### config.mk
export PLATFORM = sky130hd
export DESIGN_NAME = hazard_ctrl
export DESIGN_NICKNAME = d
export VERILOG_FILES = /design/src/rtl/hazard_ctrl.sv
export SDC_FILE = /design/constraint.sdc
export NUM_CORES = 1
export LEC_CHECK = 0
export BUFFER_PORTS_ARGS = -buffer_cell sky130_fd_sc_hd__buf_2
export CELL_PAD_IN_SITES_DETAIL_PLACEMENT = 1
export CELL_PAD_IN_SITES_GLOBAL_PLACEMENT = 1
export CORE_UTILIZATION = 37
export DETAILED_ROUTE_END_ITERATION = 6
export PLACE_DENSITY_LB_ADDON = 0.1
export RECOVER_POWER = 25
export SYNTH_ARGS = -nofsm -noshare
export SYNTH_HDL_FRONTEND = slang
export SYNTH_SLANG_ARGS = --single-unit
### constraint.sdc
create_clock -name clk -period 2.8 [get_ports clk]
set_input_delay 0 -clock clk [delete_from_list [all_inputs] [get_ports clk]]
set_output_delay 0 -clock clk [all_outputs]
set_load 0.05 [all_outputs]
### src/rtl/hazard_ctrl.sv
// hazard_ctrl: fetch advance/stall/redirect decision for the 5-stage MIPS core.
//
// Ports:
//   clk, reset            rising-edge clock, async active-high reset
//   MemRead_ex            EX-stage instruction is a load
//   RegWriteAddr_ex       destination register of the EX-stage instruction
//   RsAddr_id, RtAddr_id  source fields of the ID-stage instruction
//   UsesRt_id             ID-stage instruction reads rt
//   Z                     branch taken (resolved in EX)
//   J, JR                 jump / jump-register decoded in ID
//   Halt_id               halt instruction in ID
//   Resume                leave HALT
//   ClearCnt              synchronous clear of both counters
//   PC_IFWrite            PC update enable
//   IF_IDWrite            IF/ID register enable
//   IF_IDFlush            zero the IF/ID register
//   ID_EXFlush            insert a bubble into ID/EX
//   State                 debug view of the FSM state
//   StallCount            cycles stalled or halted (saturating)
//   FlushCount            redirects taken (saturating)
//
// state | meaning
// RUN   | normal fetch, or returning after a stall/redirect
// STALL | previous cycle was a load-use stall
// FLUSH | previous cycle was a branch/jump redirect
// HALT  | fetch frozen until Resume

module hazard_ctrl #(
  parameter int CNT_W = 16
) (
  input  logic             clk,
  input  logic             reset,
  input  logic             MemRead_ex,
  input  logic [4:0]       RegWriteAddr_ex,
  input  logic [4:0]       RsAddr_id,
  input  logic [4:0]       RtAddr_id,
  input  logic             UsesRt_id,
  input  logic             Z,
  input  logic             J,
  input  logic             JR,
  input  logic             Halt_id,
  input  logic             Resume,
  input  logic             ClearCnt,
  output logic             PC_IFWrite,
  output logic             IF_IDWrite,
  output logic             IF_IDFlush,
  output logic             ID_EXFlush,
  output logic [1:0]       State,
  output logic [CNT_W-1:0] StallCount,
  output logic [CNT_W-1:0] FlushCount
);

  typedef enum logic [1:0] {
    RUN   = 2'b00,
    STALL = 2'b01,
    FLUSH = 2'b10,
    HALT  = 2'b11
  } state_t;

  state_t state_q, state_d;
  logic   load_use;
  logic   inc_stall, inc_flush;

  // r0 is never a real producer, so a load targeting it cannot create a hazard.
  assign load_use = MemRead_ex && (RegWriteAddr_ex != 5'd0) &&
                    ((RegWriteAddr_ex == RsAddr_id) ||
                     (UsesRt_id && (RegWriteAddr_ex == RtAddr_id)));

  assign State = state_q;

  always_ff @(posedge clk or posedge reset) begin
    if (reset) state_q <= RUN;
    else       state_q <= state_d;
  end

  always_comb begin
    state_d = RUN;
    if (state_q == HALT)           state_d = Resume ? RUN : HALT;
    else if (Z)                    state_d = FLUSH;
    else if (Halt_id)              state_d = HALT;
    else if (load_use)             state_d = STALL;
    else if (J || JR)              state_d = FLUSH;
    else                           state_d = RUN;
  end

  // Only HALT feeds back into the outputs; STALL and FLUSH are debug-only.
  always_comb begin
    PC_IFWrite = 1'b1;
    IF_IDWrite = 1'b1;
    IF_IDFlush = 1'b0;
    ID_EXFlush = 1'b0;
    inc_stall  = 1'b0;
    inc_flush  = 1'b0;
    if (reset) begin
      PC_IFWrite = 1'b0;
      IF_IDWrite = 1'b0;
      IF_IDFlush = 1'b1;
      ID_EXFlush = 1'b1;
    end else if (state_q == HALT) begin
      // The Resume cycle still freezes the PC and still counts as stalled.
      PC_IFWrite = 1'b0;
      IF_IDWrite = 1'b0;
      ID_EXFlush = 1'b1;
      inc_stall  = 1'b1;
    end else if (Z) begin
      // ID instruction is on the wrong path, so it loses to the branch.
      IF_IDFlush = 1'b1;
      ID_EXFlush = 1'b1;
      inc_flush  = 1'b1;
    end else if (Halt_id) begin
      PC_IFWrite = 1'b0;
      IF_IDWrite = 1'b0;
      ID_EXFlush = 1'b1;
      inc_stall  = 1'b1;
    end else if (load_use) begin
      // A JR waiting on its rs stalls here; the jump fires next cycle.
      PC_IFWrite = 1'b0;
      IF_IDWrite = 1'b0;
      ID_EXFlush = 1'b1;
      inc_stall  = 1'b1;
    end else if (J || JR) begin
      IF_IDFlush = 1'b1;
      inc_flush  = 1'b1;
    end
  end

  always_ff @(posedge clk or posedge reset) begin
    if (reset) begin
      StallCount <= '0;
      FlushCount <= '0;
    end else if (ClearCnt) begin
      StallCount <= '0;
      FlushCount <= '0;
    end else begin
      if (inc_stall && (StallCount != {CNT_W{1'b1}})) StallCount <= StallCount + 1'b1;
      if (inc_flush && (FlushCount != {CNT_W{1'b1}})) FlushCount <= FlushCount + 1'b1;
    end
  end

endmodule

# --- Word-level counts from Yosys, hierarchy flattened ---
# Cells that the tools add are included.
classes:
  addsub: 2
  n_eq_ne: 5
  n_mux: 30
  n_reduce_logical: 10
ops:
  columns: ["op", "n"]
  rows:
  - ["2-to-1 mux 16 bit", 4]
  - ["adder 16 x 1 -> 16 bit (second input constant)", 2]
  - ["!= test 16 bit (second input constant)", 2]
  - ["2-to-1 mux 1 bit", 20]
  - ["2-to-1 mux 2 bit", 6]
  - ["equality test 5 bit", 2]
  - ["logical AND 1 bit", 5]
  - ["nonzero test 5 bit", 1]
  - ["nonzero test 2 bit", 2]
  - ["equality test 2 bit (second input constant)", 1]
  - ["logical OR 1 bit", 2]
word_totals:
  ff_bits: 34
  input_bits: 25
  out_inout_bits: 38
  elab_cells: 50

# --- Logic depth before layout (Yosys ltp) ---
# Gate-level depths: netlist of the first run.
depth:
  ltp_word: 12
  ltp_mapped: 9
  ltp_nobuf: 8

# --- Worst setup path before layout of the first run ---
# No wires, ideal clock.
synth_path:
  path_kind: "reg-to-reg"
  start: "register StallCount[0]"
  end: "register StallCount[13]"
  setup_ns: 0.132
  arrival_time_ns: 2.584
  t_required_ns: 2.668
  slack_ns: 0.084
  stages_incl_launch_ff: 10
  path_buffers: 1
  synth_period_minus_slack_ns: 2.716
  path_cell_list: "dfrtp_1 ha_1 nand4_1 nor4_1 nor4_1 a21oi_1 clkbuf_1 nor3_1 xnor2_1 nor2_1"
synth_between:
  elab_chain_cells: 3
  word_cells_on_any_way: 6
  classes_between: "add/sub: 1; eq/ne: 1; mux: 2; reduce/logical: 2"
synth_rtl:
  columns: ["item", "line_no", "text"]
  rows:
  - ["from (decl)", "49", "output logic [CNT_W-1:0] StallCount,"]
  - ["from (signal assigned)", "135", "if (inc_stall && (StallCount != {CNT_W{1'b1}})) StallCount <= StallCount + 1'b1;"]
  - ["adder 16 x 1 -> 16 bit or != test 16 bit (tied branches)", "135", null]
  - ["2-to-1 mux 16 bit or logical AND 1 bit (tied branches)", "135", null]
  - ["2-to-1 mux 16 bit or nonzero test 2 bit (tied branches)", null, null]
# Parallel ways exist; a longest one is shown, timed or not. The select of a mux whose other input is x is not followed.
# A chain may end at the register's enable or synchronous reset.

# --- Final worst setup path of the first run ---
layout_path:
  start: "register StallCount[0]"
  end: "register StallCount[6]"
# Same word-level chain as after synthesis.

==> flow_summary_export.csv, run 1 <==
group,metric,value,unit
timing,fin_ws,0.412,ns
route,drt-total-wl,5.17,mm
power_and_ir_drop,intPower,825,uW
placement,globalplace.congestion,0.773,
yosys,netlist-cell-type-count,40,
worst_setup_path,critical_path.startpoint_type,"register",
route,routed_wire_length_per_instance,14.6,um
min_path,holdCritPathClass,"input port to register",
timing,worstMarginPinSlew,1.90,ns
clocking,count_of_clock_tree_sinks,34,
layout,design.final.nets,309,
outcome,run_status,"finished with violations",
layout,final-seq-area,851,um2
worst_setup_path,crit_required,2.95,ns
timing,min_period,2.39,ns
clocking,ctsLongestPathBuffers,2,
layout,insertedDiodeCount,0,
route,post-route-drc-count,0,
yosys,synth_seq_area_share,0.430,
floorplan,die_w,75.1,um
worst_setup_path,reg2reg_slack,0.41,ns
timing,final.setup_skew,0.00882,ns
power_and_ir_drop,power.static_leakage,1.12,nW
power_and_ir_drop,power.share.sequential,0.440,
yosys,synth-edff-count,0,
timing,slew_headroom,-0.264,
yosys,proportion_of_synthesized_flip_flops_having_asynchronous_set_or_reset,1.00,
power_and_ir_drop,switching_share,0.295,
layout,final_design_area_no_fill,0.00247,mm2
clocking,cts_tree,"done",
worst_setup_path,reg2regPathDepth,9,
timing,timing_hold_violations_final,0,
run,cap_viol_max_count,1,
worst_setup_path,worst-path-max-fanout,19,
floorplan,num_io_pins,63,
timing,grt_setup_unrepaired,"no",
clocking,setup_fix_buffers_added_after_clock_tree_synthesis,0,
power_and_ir_drop,clkPwrFrac,0.381,
clocking,number_of_h_tree_levels,2,
clocking,cts.reportedPaths.clkPinSlew,0.08,ns
route,drtPass1Iterations,4,
route,antenna_left,0,
yosys,netlist_top_cells_area,"sky130_fd_sc_hd__dfrtp_1 (43%), sky130_fd_sc_hd__xnor2_1 (8.8%), sky130_fd_sc_hd__nor2_1 (5.7%)",
yosys,yosysWarningCount,0,
layout,area_growth_syn_to_layout,24.7,%
floorplan,core_area,0.00514,mm2
placement,postPlaceCellArea,0.00235,mm2
timing,min_period_over_period,0.853,
worst_setup_path,worst_r2r_endpoint,"StallCount[6]",
worst_setup_path,timing_worst_setup_path_type,"register to register",
floorplan,fp-row-count,26,
yosys,syn-num-nets,244,
yosys,synth_top_area_cell,"sky130_fd_sc_hd__dfrtp_1",
worst_setup_path,worstSetupEndpoint,"StallCount[6]",
timing,setup_total_negative_slack,0,ns
timing,final-max-slew-violation-count,35,
global_route,globalRouteOverflowTotal,0,
power_and_ir_drop,p_sw,345,uW
global_route,grt_pass1_vias,1812,
route,vias,1827,
clocking,cts_inserted_buffers,5,
yosys,synth_ff_type,"sky130_fd_sc_hd__dfrtp_1",
power_and_ir_drop,powerDensity,474,mW/mm2
yosys,synth.ff_latch_count,34,
floorplan,floorplan.initialDensity,0.385,
layout,num-fill-cells,668,
power_and_ir_drop,power.share.combinational,0.179,
worst_setup_path,worst_setup_path_startpoint,"StallCount[0]",
yosys,synthesis.instances,217,
global_route,maximum_number_of_pins_on_one_net_before_global_route_repair,35,
floorplan,die_h,75.1,um
placement,place.detailed.hpwl,3.66,mm
global_route,globalRouteTotalUtil,0.203,
power_and_ir_drop,vdd_drop_max,205,uV
yosys,avgSynthCellArea,9.12,um2
layout,fraction_of_layout_instances_using_a_drive_strength_above_1,0.279,
worst_setup_path,rr_startpoint,"StallCount[0]",
placement,placement.setup.worst_slack,0.392,ns
clocking,root_buffer,"sky130_fd_sc_hd__clkbuf_8",
layout,multi_input_comb_area,0.00106,mm2
route,drt-vias-per-instance,5.18,
worst_setup_path,worstPathArrival,2.54,ns
clocking,clkLatencyLatePin,0.29,ns
floorplan,dieArea,0.00565,mm2
yosys,synth_largest_type_area_fraction,0.430,
outcome,violations,"max-capacitance violations, max-slew violations",
global_route,grt_antenna_before_repair,0,
worst_setup_path,worst_setup_path_end_kind,"register",
yosys,mappedNetlistArea,0.00198,mm2
route,drt_iter0_drc,53,
placement,place.port_buffers,62,
timing,fmaxAchievable,419,MHz
global_route,grt_first_pass_wirelength,8.69,mm
timing,setup_viol_count_final,0,
stage by stage:
step,power [mW],utilization,hold slack [ns],cells
after floorplan,0.671,-,0.150,217
after global placement,0.729,0.458,0.196,344
after detailed placement,0.734,0.458,0.194,344
after CTS,1.18,0.481,0.00772,353
after global routing,1.22,0.480,0.00592,353
final,1.17,0.480,0.0100,353
cell type report:
type	instances	area share
Inverter	7	0.0106
Multi-Input combinational cell	169	0.431
Timing Repair Buffer	65	0.134
Sequential cell	34	0.345
Clock buffer	5	0.0279
Tap cell	70	0.0355
Clock inverter	3	0.0162
layer usage:
metal | part of all wire | track usage | up-vias | wire [um]
met1 | 0.46 | 0.266 | 889 | 2400
met2 | 0.49 | 0.345 | 38 | 2550
met5 | 0 | 0 | - | 0
met4 | 0.0074 | 0.0556 | 0 | 38
li1 | - | - | 895 | -
met3 | 0.035 | 0.0388 | 5 | 179
cells in the final DEF, fill, tap and decap left out, types with 5 or more instances in the layout:
| cell | netlist | layout |
|---|---|---|
| sky130_fd_sc_hd__nand2_1 | 12 | 12 |
| sky130_fd_sc_hd__nor4_1 | 5 | 5 |
| sky130_fd_sc_hd__nor2_1 | 30 | 30 |
| sky130_fd_sc_hd__or3_1 | 5 | 5 |
| sky130_fd_sc_hd__inv_1 | 6 | 6 |
| sky130_fd_sc_hd__nand3_1 | 12 | 12 |
| sky130_fd_sc_hd__a21oi_1 | 10 | 10 |
| sky130_fd_sc_hd__o21ai_0 | 7 | 7 |
| sky130_fd_sc_hd__nor3_1 | 8 | 8 |
| sky130_fd_sc_hd__or4_1 | 5 | 5 |
| sky130_fd_sc_hd__dfrtp_1 | 34 | 34 |
| sky130_fd_sc_hd__xnor2_1 | 20 | 20 |
| sky130_fd_sc_hd__xor2_1 | 9 | 9 |
| sky130_fd_sc_hd__buf_2 | 0 | 61 |
| sky130_fd_sc_hd__and3_1 | 6 | 6 |
| sky130_fd_sc_hd__o31ai_1 | 5 | 5 |
| sky130_fd_sc_hd__clkbuf_8 | 0 | 5 |
critical path: stages, from the launching register on:
cell,delay (ns)
sky130_fd_sc_hd__dfrtp_1,0.43
sky130_fd_sc_hd__ha_1,0.22
sky130_fd_sc_hd__nand4_1,0.27
sky130_fd_sc_hd__nor4_1,0.47
sky130_fd_sc_hd__nor4_1,0.09
sky130_fd_sc_hd__a21oi_1,0.17
sky130_fd_sc_hd__buf_4,0.25
sky130_fd_sc_hd__or3_1,0.15
sky130_fd_sc_hd__xor2_1,0.14
sky130_fd_sc_hd__nor2_1,0.05
timing repair:
| action | 4_1_cts | 5_1_grt |
|---|---|---|
| hold endpoints to repair | 34 | 0 |
| hold buffers | 1 | 0 |
| resized for setup | 0 | 0 |
Yosys cell counts, types with 6 or more instances:
cell and n:
sky130_fd_sc_hd__a21oi_1 10, sky130_fd_sc_hd__nor3_1 8, sky130_fd_sc_hd__dfrtp_1 34, sky130_fd_sc_hd__xnor2_1 20, sky130_fd_sc_hd__o21ai_0 7, sky130_fd_sc_hd__nor2_1 30, sky130_fd_sc_hd__xor2_1 9, sky130_fd_sc_hd__nand2_1 12
sky130_fd_sc_hd__and3_1 6, sky130_fd_sc_hd__nand3_1 12, sky130_fd_sc_hd__inv_1 6
logic make-up after synthesis:
group,count (synthesis),share of synthesized area
xor+xnor,29,0.128
compound gates,38,0.134
flops,34,0.430
simple gates,97,0.247
fa+ha+maj,2,0.0126
buf+inv,14,0.0322
mux,3,0.0158
power by group through the flow:
stage / logic, mW / registers, mW / clock network, mW
2_1_floorplan: 0.111 / 0.561 / 0
3_3_place_gp: 0.206 / 0.523 / 0
3_5_place_dp: 0.210 / 0.524 / 0
4_1_cts: 0.211 / 0.514 / 0.454
5_1_grt: 0.229 / 0.517 / 0.472
6_report: 0.210 / 0.515 / 0.445
sequential cells by signal, indices dropped and copies added, names as in the netlist:
register and flops:
State 2, FlushCount 16, StallCount 16
worst min path at each step:
stage | from | end | slack (ns) | depth (start not counted)
floorplan | reset | FlushCount[0] | 0.15 | 1
global placement | reset | State[1] | 0.20 | 3
detailed placement | reset | FlushCount[4] | 0.19 | 3
CTS | Resume | State[0] | 0.008 | 3
global route | Resume | State[0] | 0.006 | 3
finish | Resume | State[0] | 0.01 | 3
Power figures use the tool's default switching activity.
==> run 2, diff against run 1 <==
--- a/config.mk
+++ b/config.mk
@@ -5,11 +5,12 @@
 export SDC_FILE = /design/constraint.sdc
 export NUM_CORES = 1
 export LEC_CHECK = 0
-export BUFFER_PORTS_ARGS = -buffer_cell sky130_fd_sc_hd__buf_2
 export CELL_PAD_IN_SITES_DETAIL_PLACEMENT = 1
 export CELL_PAD_IN_SITES_GLOBAL_PLACEMENT = 1
-export CORE_UTILIZATION = 37
+export CORE_UTILIZATION = 48
+export CTS_BUF_LIST = sky130_fd_sc_hd__clkbuf_2 sky130_fd_sc_hd__clkbuf_4 sky130_fd_sc_hd__clkbuf_8
 export DETAILED_ROUTE_END_ITERATION = 6
+export DONT_BUFFER_PORTS = 1
 export PLACE_DENSITY_LB_ADDON = 0.1
 export RECOVER_POWER = 25
 export SYNTH_ARGS = -nofsm -noshare
==> run 2 against run 1 <==
The run still ends with max-capacitance violations, max-slew violations left; sequential cell count unchanged; design area decreased by 3.1%; clock power decreased by 12%; largest cell class unchanged; highest routed layer unchanged.
==> flow_summary_export.csv, run 2 (synthesized netlist as in run 1, its figures left out) <==
group,metric,value,unit
floorplan,floorplan.initialDensity,0.521,
timing,final-max-slew-violation-count,35,
floorplan,core_area,0.00380,mm2
route,drt_iter0_drc,90,
layout,fraction_of_layout_instances_using_a_drive_strength_above_1,0.181,
power_and_ir_drop,power.static_leakage,0.995,nW
floorplan,num_io_pins,63,
outcome,run_status,"finished with violations",
clocking,clkLatencyLatePin,0.29,ns
clocking,count_of_clock_tree_sinks,34,
timing,min_period,2.46,ns
global_route,grt_pass1_vias,2049,
route,drtPass1Iterations,4,
run,cap_viol_max_count,1,
worst_setup_path,timing_worst_setup_path_type,"register to register",
worst_setup_path,critical_path.startpoint_type,"register",
placement,placedCellCount,287,
clocking,number_of_h_tree_levels,2,
layout,num-fill-cells,448,
timing,final.setup_skew,0.00718,ns
timing,setup_viol_count_final,0,
layout,final_cell_mix,"sky130_fd_sc_hd__dfrtp_1 (34), sky130_fd_sc_hd__nor2_1 (30), sky130_fd_sc_hd__buf_4 (28)",
floorplan,die_w,66.2,um
min_path,holdCritPathClass,"input port to register",
floorplan,fp-row-count,22,
worst_setup_path,worst-path-max-fanout,19,
timing,timing_hold_violations_final,0,
outcome,violations,"max-capacitance violations, max-slew violations",
timing,slew_headroom,-0.245,
timing,setup_total_negative_slack,0,ns
clocking,setup_fix_buffers_added_after_clock_tree_synthesis,0,
clocking,cts_tree,"done",
floorplan,dieArea,0.00438,mm2
global_route,grt_antenna_before_repair,0,
placement,postPlaceCellArea,0.00222,mm2
layout,insertedDiodeCount,0,
route,vias,1835,
layout,final_design_area_no_fill,0.00239,mm2
clocking,ctsLongestPathBuffers,2,
clocking,root_buffer,"sky130_fd_sc_hd__clkbuf_8",
timing,grt_setup_unrepaired,"no",
power_and_ir_drop,powerDensity,460,mW/mm2
floorplan,die_h,66.2,um
global_route,grt.met3_usage,0.0672,
clocking,cts_inserted_buffers,5,
global_route,maximum_number_of_pins_on_one_net_before_global_route_repair,35,
timing,min_period_over_period,0.877,
route,drt-total-wl,5.76,mm
timing,fmaxAchievable,407,MHz
power_and_ir_drop,vdd_drop_max,388,uV
worst_setup_path,worst_setup_path_end_kind,"register",
layout,final_cells,302,
placement,place.port_buffers,0,
placement,place.detailed.hpwl,4.05,mm
global_route,grt_first_pass_wirelength,9.63,mm
layout,final_common_cell,"sky130_fd_sc_hd__dfrtp_1",
clocking,cts_resized,0,
worst_setup_path,reg2regPathDepth,9,
clocking,cts.reportedPaths.clkPinSlew,0.07,ns
layout,design.final.nets,280,
min_path,whs_path_depth,3,
route,drt-vias-per-instance,6.08,
route,antenna_left,0,
global_route,globalRouteOverflowTotal,0,
timing,worstMarginPinSlew,1.87,ns
worst_setup_path,worstPathArrival,2.63,ns
global_route,globalRouteTotalUtil,0.293,
global_route,met2_track_demand_over_resource_in_global_routing,0.534,
route,routed_wire_length_per_instance,19.1,um
worst_setup_path,crit_required,2.98,ns
global_route,grt_most_used_layer,"met2",
route,post-route-drc-count,0,
placement,globalplace.congestion,0.792,
layout,area_growth_syn_to_layout,20.8,%
global_route,met1_usage,0.329,
## run 2: changes by cell type in the layout (fill, tap and decap cells not counted)
cell and delta:
sky130_fd_sc_hd__bufinv_16 -1, sky130_fd_sc_hd__clkbuf_4 +1, sky130_fd_sc_hd__dlygate4sd3_1 +5, sky130_fd_sc_hd__buf_12 +1, sky130_fd_sc_hd__clkbuf_1 -1, sky130_fd_sc_hd__clkinv_2 -1
sky130_fd_sc_hd__buf_2 -61, sky130_fd_sc_hd__clkbuf_8 +1, sky130_fd_sc_hd__buf_4 +27
## run 2: through the flow
stage / utilization / worst slack, ns / power (mW) / hold slack (ns)
global route: 0.629 / 0.181 / 1.14 / 0.0759
CTS: 0.630 / 0.372 / 1.10 / 0.0288
global placement: 0.584 / 0.569 / 0.689 / 0.0266
detailed placement: 0.584 / 0.429 / 0.698 / 0.0470
floorplan: - / 0.0838 / 0.671 / 0.150
finish: 0.629 / 0.344 / 1.10 / 0.0295
## run 2: layout make-up
cell class              instances  area (um2)  share of cell area
flip-flops and latches         34         851               0.356
repair buffers                 36         294               0.123
clock buffers                   7        90.1              0.0377
multi-input cells             169        1060               0.445
clock inverters                 1        5.00             0.00209
inverters                       7        26.3              0.0110
well taps                      48        60.1              0.0251
## run 2: power breakdown
part | total (mW) | internal, mW | switching, mW | leakage, nW
clock network | 0.390 | 0.208 | 0.182 | 0.0517
registers | 0.528 | 0.502 | 0.0260 | 0.469
logic | 0.182 | 0.0576 | 0.124 | 0.474
total | 1.10 | 0.767 | 0.332 | 0.995
## run 2: path summary, 6_finish.rpt
check	from	to	slack, ns
max	StallCount[1]	StallCount[6]	0.34
min	Z	FlushCount[4]	0.03
max reg2reg	StallCount[1]	StallCount[6]	0.34
min reg2reg	FlushCount[1]	FlushCount[1]	0.67
max in group asynchronous	reset	FlushCount[15]	0.84
min in group asynchronous	reset	StallCount[13]	0.88
## run 2: worst max-delay path, cell delays in order (launching register included)
cell	delay [ns]
sky130_fd_sc_hd__dfrtp_1	0.37
sky130_fd_sc_hd__ha_1	0.22
sky130_fd_sc_hd__nand4_1	0.34
sky130_fd_sc_hd__nor4_1	0.48
sky130_fd_sc_hd__nor4_1	0.12
sky130_fd_sc_hd__a21oi_1	0.16
sky130_fd_sc_hd__buf_4	0.25
sky130_fd_sc_hd__or3_1	0.16
sky130_fd_sc_hd__xor2_1	0.18
sky130_fd_sc_hd__nor2_1	0.06
## run 2: what timing repair did
action	4_1_cts	5_1_grt
hold endpoints to repair	68	0
setup endpoints to repair	0	0
hold buffers	7	0
## run 2: layer usage
metal  part of all wire  routed length [um]  vias to the layer above
met1               0.39                2270                      929
met5                  0                   0                        -
met4              0.017                  98                        0
met2               0.54                3090                       53
li1                   -                   -                      842
met3              0.052                 297                       11
